## src/rtl/hazard_sequencer.sv

```systemverilog
// hazard_sequencer: pipeline hazard control for the 5-stage LEGv8 core.
// Detects load-use and flag-use hazards between the Decode and Execute
// stages, sequences the resulting bubble cycles and the IF/ID flush after a
// taken branch, and keeps saturating debug counters for stalls and flushes.
// Hazard outputs are combinational so a hazard is signalled in the cycle it
// is decoded; only the state, stall counter and perf counters are registered.
module hazard_sequencer #(
   parameter int LOAD_LAT = 1,
   parameter int CNT_W    = 16
) (
   input  logic             clk,
   input  logic             reset_n,
   input  logic [31:0]      Reg_instruction,
   input  logic [31:0]      Ex_instruction,
   input  logic             BrTaken,
   output logic             pc_write_en,
   output logic             ifid_write_en,
   output logic             idex_bubble,
   output logic             ifid_flush,
   output logic             busy,
   output logic [CNT_W-1:0] stall_count,
   output logic [CNT_W-1:0] flush_count
);

   typedef enum logic [1:0] {
      ST_RUN   = 2'd0,
      ST_STALL = 2'd1,
      ST_FLUSH = 2'd2
   } state_t;

   // Extra bubbles after the one issued in RUN when the hazard is detected.
   localparam logic [2:0] LOAD_RELOAD = 3'(LOAD_LAT - 1);
   localparam logic [CNT_W-1:0] CNT_MAX = {CNT_W{1'b1}};
   localparam logic [CNT_W-1:0] CNT_ONE = CNT_W'(1);

   // True when the Decode instruction is a branch that reads no Rn.
   function automatic logic f_is_branch(input logic [31:0] d);
      f_is_branch = (d[31:26] == 6'b000101) ||   // B
                    (d[31:26] == 6'b100101) ||   // BL
                    (d[31:24] == 8'h54)     ||   // B.cond
                    (d[31:24] == 8'hB4);         // CBZ
   endfunction

   // True for the R-type opcodes that also read Rm.
   function automatic logic f_is_rtype(input logic [10:0] op);
      f_is_rtype = (op == 11'h458) || (op == 11'h658) || (op == 11'h558) ||
                   (op == 11'h758) || (op == 11'h450) || (op == 11'h550);
   endfunction

   state_t     r_state;
   state_t     w_state_nxt;
   logic [2:0] r_stall_cnt;
   logic [2:0] w_stall_cnt_nxt;

   logic [CNT_W-1:0] r_stall_count;
   logic [CNT_W-1:0] r_flush_count;

   logic       w_d_branch;
   logic       w_rn_used;
   logic       w_rm_used;
   logic       w_rt_used;
   logic       w_e_load;
   logic       w_e_flags;
   logic [4:0] w_ld_dst;
   logic       w_load_use;
   logic       w_flag_use;

   logic       w_pc_we;
   logic       w_ifid_we;
   logic       w_bubble;
   logic       w_flush;

   // Instruction fields that no hazard rule looks at.
   logic       w_unused_bits;
   assign w_unused_bits = ^{Reg_instruction[15:10], Ex_instruction[20:5]};

   // Decode the Decode/Execute pair into load-use and flag-use hazards.
   always_comb begin
      w_d_branch = f_is_branch(Reg_instruction);
      w_rn_used  = !w_d_branch;
      w_rm_used  = f_is_rtype(Reg_instruction[31:21]);
      w_rt_used  = (Reg_instruction[31:21] == 11'h7C0) ||
                   (Reg_instruction[31:24] == 8'hB4);
      w_e_load   = (Ex_instruction[31:21] == 11'h7C2);
      w_e_flags  = (Ex_instruction[31:21] == 11'h558) ||
                   (Ex_instruction[31:21] == 11'h758);
      w_ld_dst   = Ex_instruction[4:0];
      // A destination of XZR can never match, so source XZR never stalls.
      w_load_use = w_e_load && (w_ld_dst != 5'd31) &&
                   ((w_rn_used && (Reg_instruction[9:5]   == w_ld_dst)) ||
                    (w_rm_used && (Reg_instruction[20:16] == w_ld_dst)) ||
                    (w_rt_used && (Reg_instruction[4:0]   == w_ld_dst)));
      w_flag_use = (Reg_instruction[31:24] == 8'h54) && w_e_flags;
   end

   // Next-state, stall reload and pipeline-control outputs.
   always_comb begin
      w_state_nxt     = r_state;
      w_stall_cnt_nxt = r_stall_cnt;
      w_pc_we         = 1'b1;
      w_ifid_we       = 1'b1;
      w_bubble        = 1'b0;
      w_flush         = 1'b0;
      case (r_state)
         ST_RUN: begin
            if (w_load_use || w_flag_use) begin
               // An unresolved branch waiting on its operand: ignore BrTaken.
               w_pc_we         = 1'b0;
               w_ifid_we       = 1'b0;
               w_bubble        = 1'b1;
               w_stall_cnt_nxt = w_load_use ? LOAD_RELOAD : 3'd0;
               w_state_nxt     = (w_stall_cnt_nxt != 3'd0) ? ST_STALL : ST_RUN;
            end else if (BrTaken) begin
               w_flush     = 1'b1;
               w_state_nxt = ST_FLUSH;
            end else begin
               w_state_nxt = ST_RUN;
            end
         end
         ST_STALL: begin
            w_pc_we         = 1'b0;
            w_ifid_we       = 1'b0;
            w_bubble        = 1'b1;
            w_stall_cnt_nxt = r_stall_cnt - 3'd1;
            if (w_stall_cnt_nxt == 3'd0) begin
               w_state_nxt = ST_RUN;
            end else begin
               w_state_nxt = ST_STALL;
            end
         end
         ST_FLUSH: begin
            // Decode holds the flushed NOP; nothing to act on this cycle.
            w_state_nxt = ST_RUN;
         end
         default: begin
            w_state_nxt     = ST_RUN;
            w_stall_cnt_nxt = 3'd0;
         end
      endcase
   end

   // State and stall-counter registers.
   always_ff @(posedge clk or negedge reset_n) begin
      if (!reset_n) begin
         r_state     <= ST_RUN;
         r_stall_cnt <= 3'd0;
      end else begin
         r_state     <= w_state_nxt;
         r_stall_cnt <= w_stall_cnt_nxt;
      end
   end

   // Saturating debug counters for bubble cycles and flushes.
   always_ff @(posedge clk or negedge reset_n) begin
      if (!reset_n) begin
         r_stall_count <= {CNT_W{1'b0}};
         r_flush_count <= {CNT_W{1'b0}};
      end else begin
         if (w_bubble && (r_stall_count != CNT_MAX)) begin
            r_stall_count <= r_stall_count + CNT_ONE;
         end
         if (w_flush && (r_flush_count != CNT_MAX)) begin
            r_flush_count <= r_flush_count + CNT_ONE;
         end
      end
   end

   assign pc_write_en   = w_pc_we;
   assign ifid_write_en = w_ifid_we;
   assign idex_bubble   = w_bubble;
   assign ifid_flush    = w_flush;
   assign busy          = (r_state != ST_RUN);
   assign stall_count   = r_stall_count;
   assign flush_count   = r_flush_count;

endmodule

```

## config.mk

```make
export PLATFORM = sky130hd
export DESIGN_NAME = hazard_sequencer
export DESIGN_NICKNAME = d
export VERILOG_FILES = /design/src/rtl/hazard_sequencer.sv
export SDC_FILE = /design/constraint.sdc
export NUM_CORES = 1
export LEC_CHECK = 0
export ABC_CLOCK_PERIOD_IN_PS = 2900
export BUFFER_PORTS_ARGS = -buffer_cell sky130_fd_sc_hd__buf_2
export CAP_MARGIN = 20
export CORE_MARGIN = 5
export CORE_UTILIZATION = 30
export DETAILED_ROUTE_END_ITERATION = 12
export GPL_ROUTABILITY_DRIVEN = 0
export GPL_TIMING_DRIVEN = 0
export PLACE_DENSITY_LB_ADDON = 0.25
export SYNTH_ARGS = -nofsm -noshare
export SYNTH_HDL_FRONTEND = slang
export SYNTH_SLANG_ARGS = --single-unit
```

## constraint.sdc

```tcl
create_clock -name clk -period 2.9 [get_ports clk]
set_clock_uncertainty 0.2 [all_clocks]
set_input_delay 0.58 -clock clk [delete_from_list [all_inputs] [get_ports clk]]
set_output_delay 0.58 -clock clk [all_outputs]
set_load 0.05 [all_outputs]
```

# Word level (Yosys, flattened, before mapping)
# Index checks and enable logic that the tools add are counted.
# totals
reg_bits	37
wordCells	70
out_inout_bits	37
# op_classes
mux	13
addsub	3
reduce_logical	26
bitwise	1
n_eq_ne	23
# ops
operator	count
equality test 11 bit, second input constant	10
adder 16 x 1 -> 16 bit, second input constant	2
inequality test 16 bit, second input constant	2
equality test 5 bit	3
logical OR 1 bit	13
case mux 3 bit (3 select lines)	1
equality test 8 x 7 -> 1 bit, second input constant	1
equality test 8 bit, second input constant	1
logical AND 1 bit	8
equality test 6 x 3 -> 1 bit, second input constant	1
equality test 6 bit, second input constant	1
two-way mux 1 bit	6
inequality test 5 bit, second input constant	1
two-way mux 2 bit	2
case mux 1 bit (2 select lines)	2
case mux 2 bit (2 select lines)	1
logical NOT 3 bit	1
two-way mux 3 bit	1
subtractor 3 x 1 -> 3 bit, second input constant	1
equality test 2 x 1 -> 1 bit, second input constant	1
equality test 2 bit, second input constant	1
logical NOT 2 bit	1
inequality test 2 bit, second input constant	1
AND reduction 2 bit	1
other kinds (3)	3

# Longest topological paths before layout
# logic_depth
depth_word	14
mapped_depth	8
depth_no_buf	7

# Worst setup path before layout
# OpenSTA, ideal clock, no wires.
# synth_path
path_kind	input port to output port
startpoint	input port Reg_instruction[22]
endpoint	output port pc_write_en
required_ps	2120
cell_stages	8
arrival_ps	3465
path_buffers	1
path_slack_ps	-1345
path_cell_list	or4b_1 -> or4_1 -> nor4_2 -> o31a_2 -> nor2_1 -> nor2_1 -> inv_1 -> buf_4
# synth_between
elab_chain_len	13
word_cells_on_any_way	21
classes_between	7 x eq/ne; 2 x mux; 12 x reduce/logical
# synth_rtl
element	line_no	rtl
start: declaration	13	input logic [31:0] Reg_instruction,
equality test 11 bit	46	f_is_rtype = (op == 11'h458) || (op == 11'h658) || (op == 11'h558) ||
logical OR 1 bit (3 in series)	46	
logical OR 1 bit (2 in series)	47	(op == 11'h758) || (op == 11'h450) || (op == 11'h550);
logical AND 1 bit	91	(w_rm_used && (Reg_instruction[20:16] == w_ld_dst)) ||
logical OR 1 bit	90	((w_rn_used && (Reg_instruction[9:5] == w_ld_dst)) ||
logical OR 1 bit *	91	
logical AND 1 bit *	89	w_load_use = w_e_load && (w_ld_dst != 5'd31) &&
logical OR 1 bit *	106	if (w_load_use || w_flag_use) begin
two-way mux 1 bit *	-	
case mux 1 bit (2 select lines) *	-	
end: declaration	16	output logic pc_write_en,
# Every way passes the cells marked *; elsewhere a longest branch is shown, timed or not.

# Worst setup path after layout
# layout_path
startpoint	input port Reg_instruction[22]
endpoint	output port pc_write_en
# layout_between
elab_chain_len	13
word_cells_on_any_way	21
classes_between	7 x eq/ne; 2 x mux; 12 x reduce/logical
# layout_rtl
element	line_no	rtl
equality test 11 bit	46	
logical OR 1 bit (3 in series)	46	
logical OR 1 bit (2 in series)	47	
logical AND 1 bit	91	
logical OR 1 bit	90	
logical OR 1 bit *	91	
logical AND 1 bit *	89	
logical OR 1 bit *	106	
two-way mux 1 bit *	106	
case mux 1 bit (2 select lines) *	104	case (r_state)
# Marked as above.

==> impl_metrics.yaml <==
global_routing:
  antenna_found_initial: 0
  grt_usage_pct: 12.5
  grt_pass1_vias: 1905
  grt_pass1_wl_um: 8870
  grt_start_max_net_pins: 38
  gr-total-overflow: 0
synthesis:
  seq_area_frac_synth_pct: 43.0
  synthSimpleGateAreaFrac_pct: 27.4
  netlist.top_cell.by_area: "dfrtp_1"
  synthTopCellsByArea: "dfrtp_1 (43%), xor2_1 (9.8%), xnor2_1 (8.1%)"
  syn_nets: 287
  synthMuxAreaShare_pct: 2.09
  syn_avg_cell_area_um2: 9.96
  synth_top_area_share_pct: 43.0
  ys_types: 39
  synth_xor_area_share_pct: 17.9
  syn_inst: 216
  ys_warn_count: 0
  synthAdderAreaFrac_pct: 2.33
  syn_area_mm2: 0.00215
  synth_top_family_by_area: "simple AND/OR/NAND/NOR gates"
  synth-compound-area-share_pct: 4.07
  synth_seq_cells: 37
critical_path:
  cp_data_arrival_time_ps: 2510
  crit_family: "simple AND/OR/NAND/NOR gates"
  critPathMostFrequentCell: "buf_6"
  slowest_delay_ps: 530
  path_class: "in2out"
  worstSetupStartpointType: "input pin"
  required_ps: 2120
  path_buf_inv: 4
  crit_chain: "buf_6 -> or4b_4 -> or4_4 -> nor4_4 -> o31a_2 -> nor2_2 -> nor2_4 -> inv_1 -> buf_4 -> buf_6"
  crit_slowest_cell: "or4_4"
  crit_path_max_fanout: 2
  end_kind: "output port"
clock_tree:
  cts_htree_levels: 2
  cts.path.max_buffers: 2
  cts.sinks: 37
  clkTransAtPathRegs_ps: 80
  clockRootBuffer: "clkbuf_8"
  cts_tree: "yes"
  clk_latency_ps: 290
  numCtsBuffers: 5
placement:
  dp_hpwl_um: 4060
  dpl.cell_count: 393
  place_area_mm2: 0.00269
  dp_slack_ps: -528
  port_buffers: 81
floorplan:
  core_area_mm2: 0.00687
  dieArea_mm2: 0.00896
  die_w_um: 94.7
  rows: 30
  io_pins: 104
  initial_core_util_pct: 31.3
  die_y_um: 94.7
detailed_routing:
  drtAntennaViolNets: 0
  num_vias: 1918
  drt-pass1-iter-count: 4
  post_drt_via_cell_ratio: 4.66
  initialDrtViolationCount: 57
  drcViolationCount: 0
  wl_um: 5710
  wl_per_cell_um: 13.9
layout:
  syn2layout_area_growth_pct: 46.1
  layout_common_cells: "buf_2 (75), dfrtp_1 (37), xor2_1 (24), xnor2_1 (20), nand3_1 (20)"
  n_antenna_cell: 0
  multi_input_area_mm2: 0.00134
  drive_above_1_share_pct: 44.0
  stdcell_area_mm2: 0.00314
  layout_commonest_cell: "buf_2"
  final_cells: 412
  nets: 386
  fin_util_pct: 45.7
  nFillCells: 672
  ff_latch_area_um2: 926
power_and_ir_drop:
  p_leak_nw: 1.61
  ir_drop_mv: 0.513
  powerDensity_mw_per_mm2: 487
  power_mw: 1.53
worst_hold_path:
  hold_class: "in2async"
timing:
  fin_tns_setup_ps: -1940
  worst_hold_slack_ps: 191
  fin_crit_ps: 3290
  maxSlewViolCount: 0
  tightest_slew_ps: 836
  fmax_mhz: 304
  period_share_pct: 113
  rsz0062_at_grt: "true"
  setup_viol_count_final: 18
  hold_violations: 0
  slew_headroom_pct: 44.3
  setup_ws_ps: -390
outcome:
  violations: "setup timing"
  outcome: "complete, but fails checks"
job:
  maxCapViolCount: 0
==> state kept, by name (all words and copies together) (netlist names) <==
register     cells
flush_count     16
r_state          2
stall_count     16
r_stall_cnt      3
==> report_power, final <==
part | leakage, nW | switching (mW) | internal [mW]
registers | 0.474 | 0.0566 | 0.556
clock network | 0.0585 | 0.184 | 0.281
logic | 1.08 | 0.310 | 0.141
total | 1.61 | 0.551 | 0.978
==> worst reg2reg max path, stage by stage (launching register included) <==
cell,delay (ps)
dfrtp_1,430
ha_1,260
nand2_1,380
nor3_1,150
nand3_1,130
or4b_4,550
buf_12,180
mux2_4,300
==> timing repair <==
item                                    CTS  global route
resized for setup                        11            41
gates cloned                              0             2
pin swaps                                 2            18
hold buffers                              0             0
endpoints found under the setup margin    4            33
setup buffers                             5             5
==> cell usage after synthesis <==
master     number
or4b_1          1
buf_4           1
nand3_1        20
or2_2           1
ha_1            4
nand4_1         7
a211oi_1        1
o2bb2ai_1       1
o21ai_0         3
and3b_1         1
dfrtp_1        37
a311oi_1        1
nand2_1        17
a21oi_1         1
nand2b_1        2
a2111oi_0       1
nor3_1         12
or3_1           2
nor2_1         14
o31a_1          1
nand4b_1        1
nor4_1          3
mux2_2          3
xnor2_1        20
nand3b_1        1
and4_1          1
o31a_2          1
and3_1          5
inv_1          10
or4b_4          1
o21ai_2         1
buf_6           2
xor2_1         24
o22ai_1         1
mux2_1          1
nor3_2          8
nor4_2          2
or4_1           1
nor4b_1         2
==> per-layer routing <==
metal  vias to the layer above  part of all wire [%]  GRT usage, %
met3                         7                   5.0          3.82
met4                         0                   1.2          3.25
met5                         -                     0             0
met2                        33                    53          21.0
met1                       920                    41          15.5
li1                        958                     -             -
==> cells by family (layout without fill, tap and decap cells) <==
kind of cell,count (synthesis),in the layout
AO/OA/AOI/OAI,12,12
adder cells (fa/ha/maj),4,4
XOR/XNOR,44,44
multiplexers,4,4
flip-flops,37,37
buffers and inverters,13,113
AND/OR/NAND/NOR,102,102
==> final cells by class <==
cell class | count | share of cell area (%)
multi-input combinational | 166 | 42.6
sequential | 37 | 29.5
timing repair buffer | 92 | 18.0
tap | 96 | 3.82
clock buffer | 7 | 2.75
buffer | 3 | 1.23
inverter | 10 | 1.19
clock inverter | 1 | 0.956
==> final timing paths <==
check	start	to	slack (ps)	depth (start not counted)
max in group asynchronous	reset_n	stall_count[6]	1780	1
max	Reg_instruction[22]	pc_write_en	-390	10
min in group clk	flush_count[6]	flush_count[6]	290	1
min reg2reg	flush_count[6]	flush_count[6]	290	1
max reg2reg	flush_count[0]	flush_count[1]	210	7
min	reset_n	flush_count[4]	190	1
No activity file was read; power rests on OpenSTA's default activity.
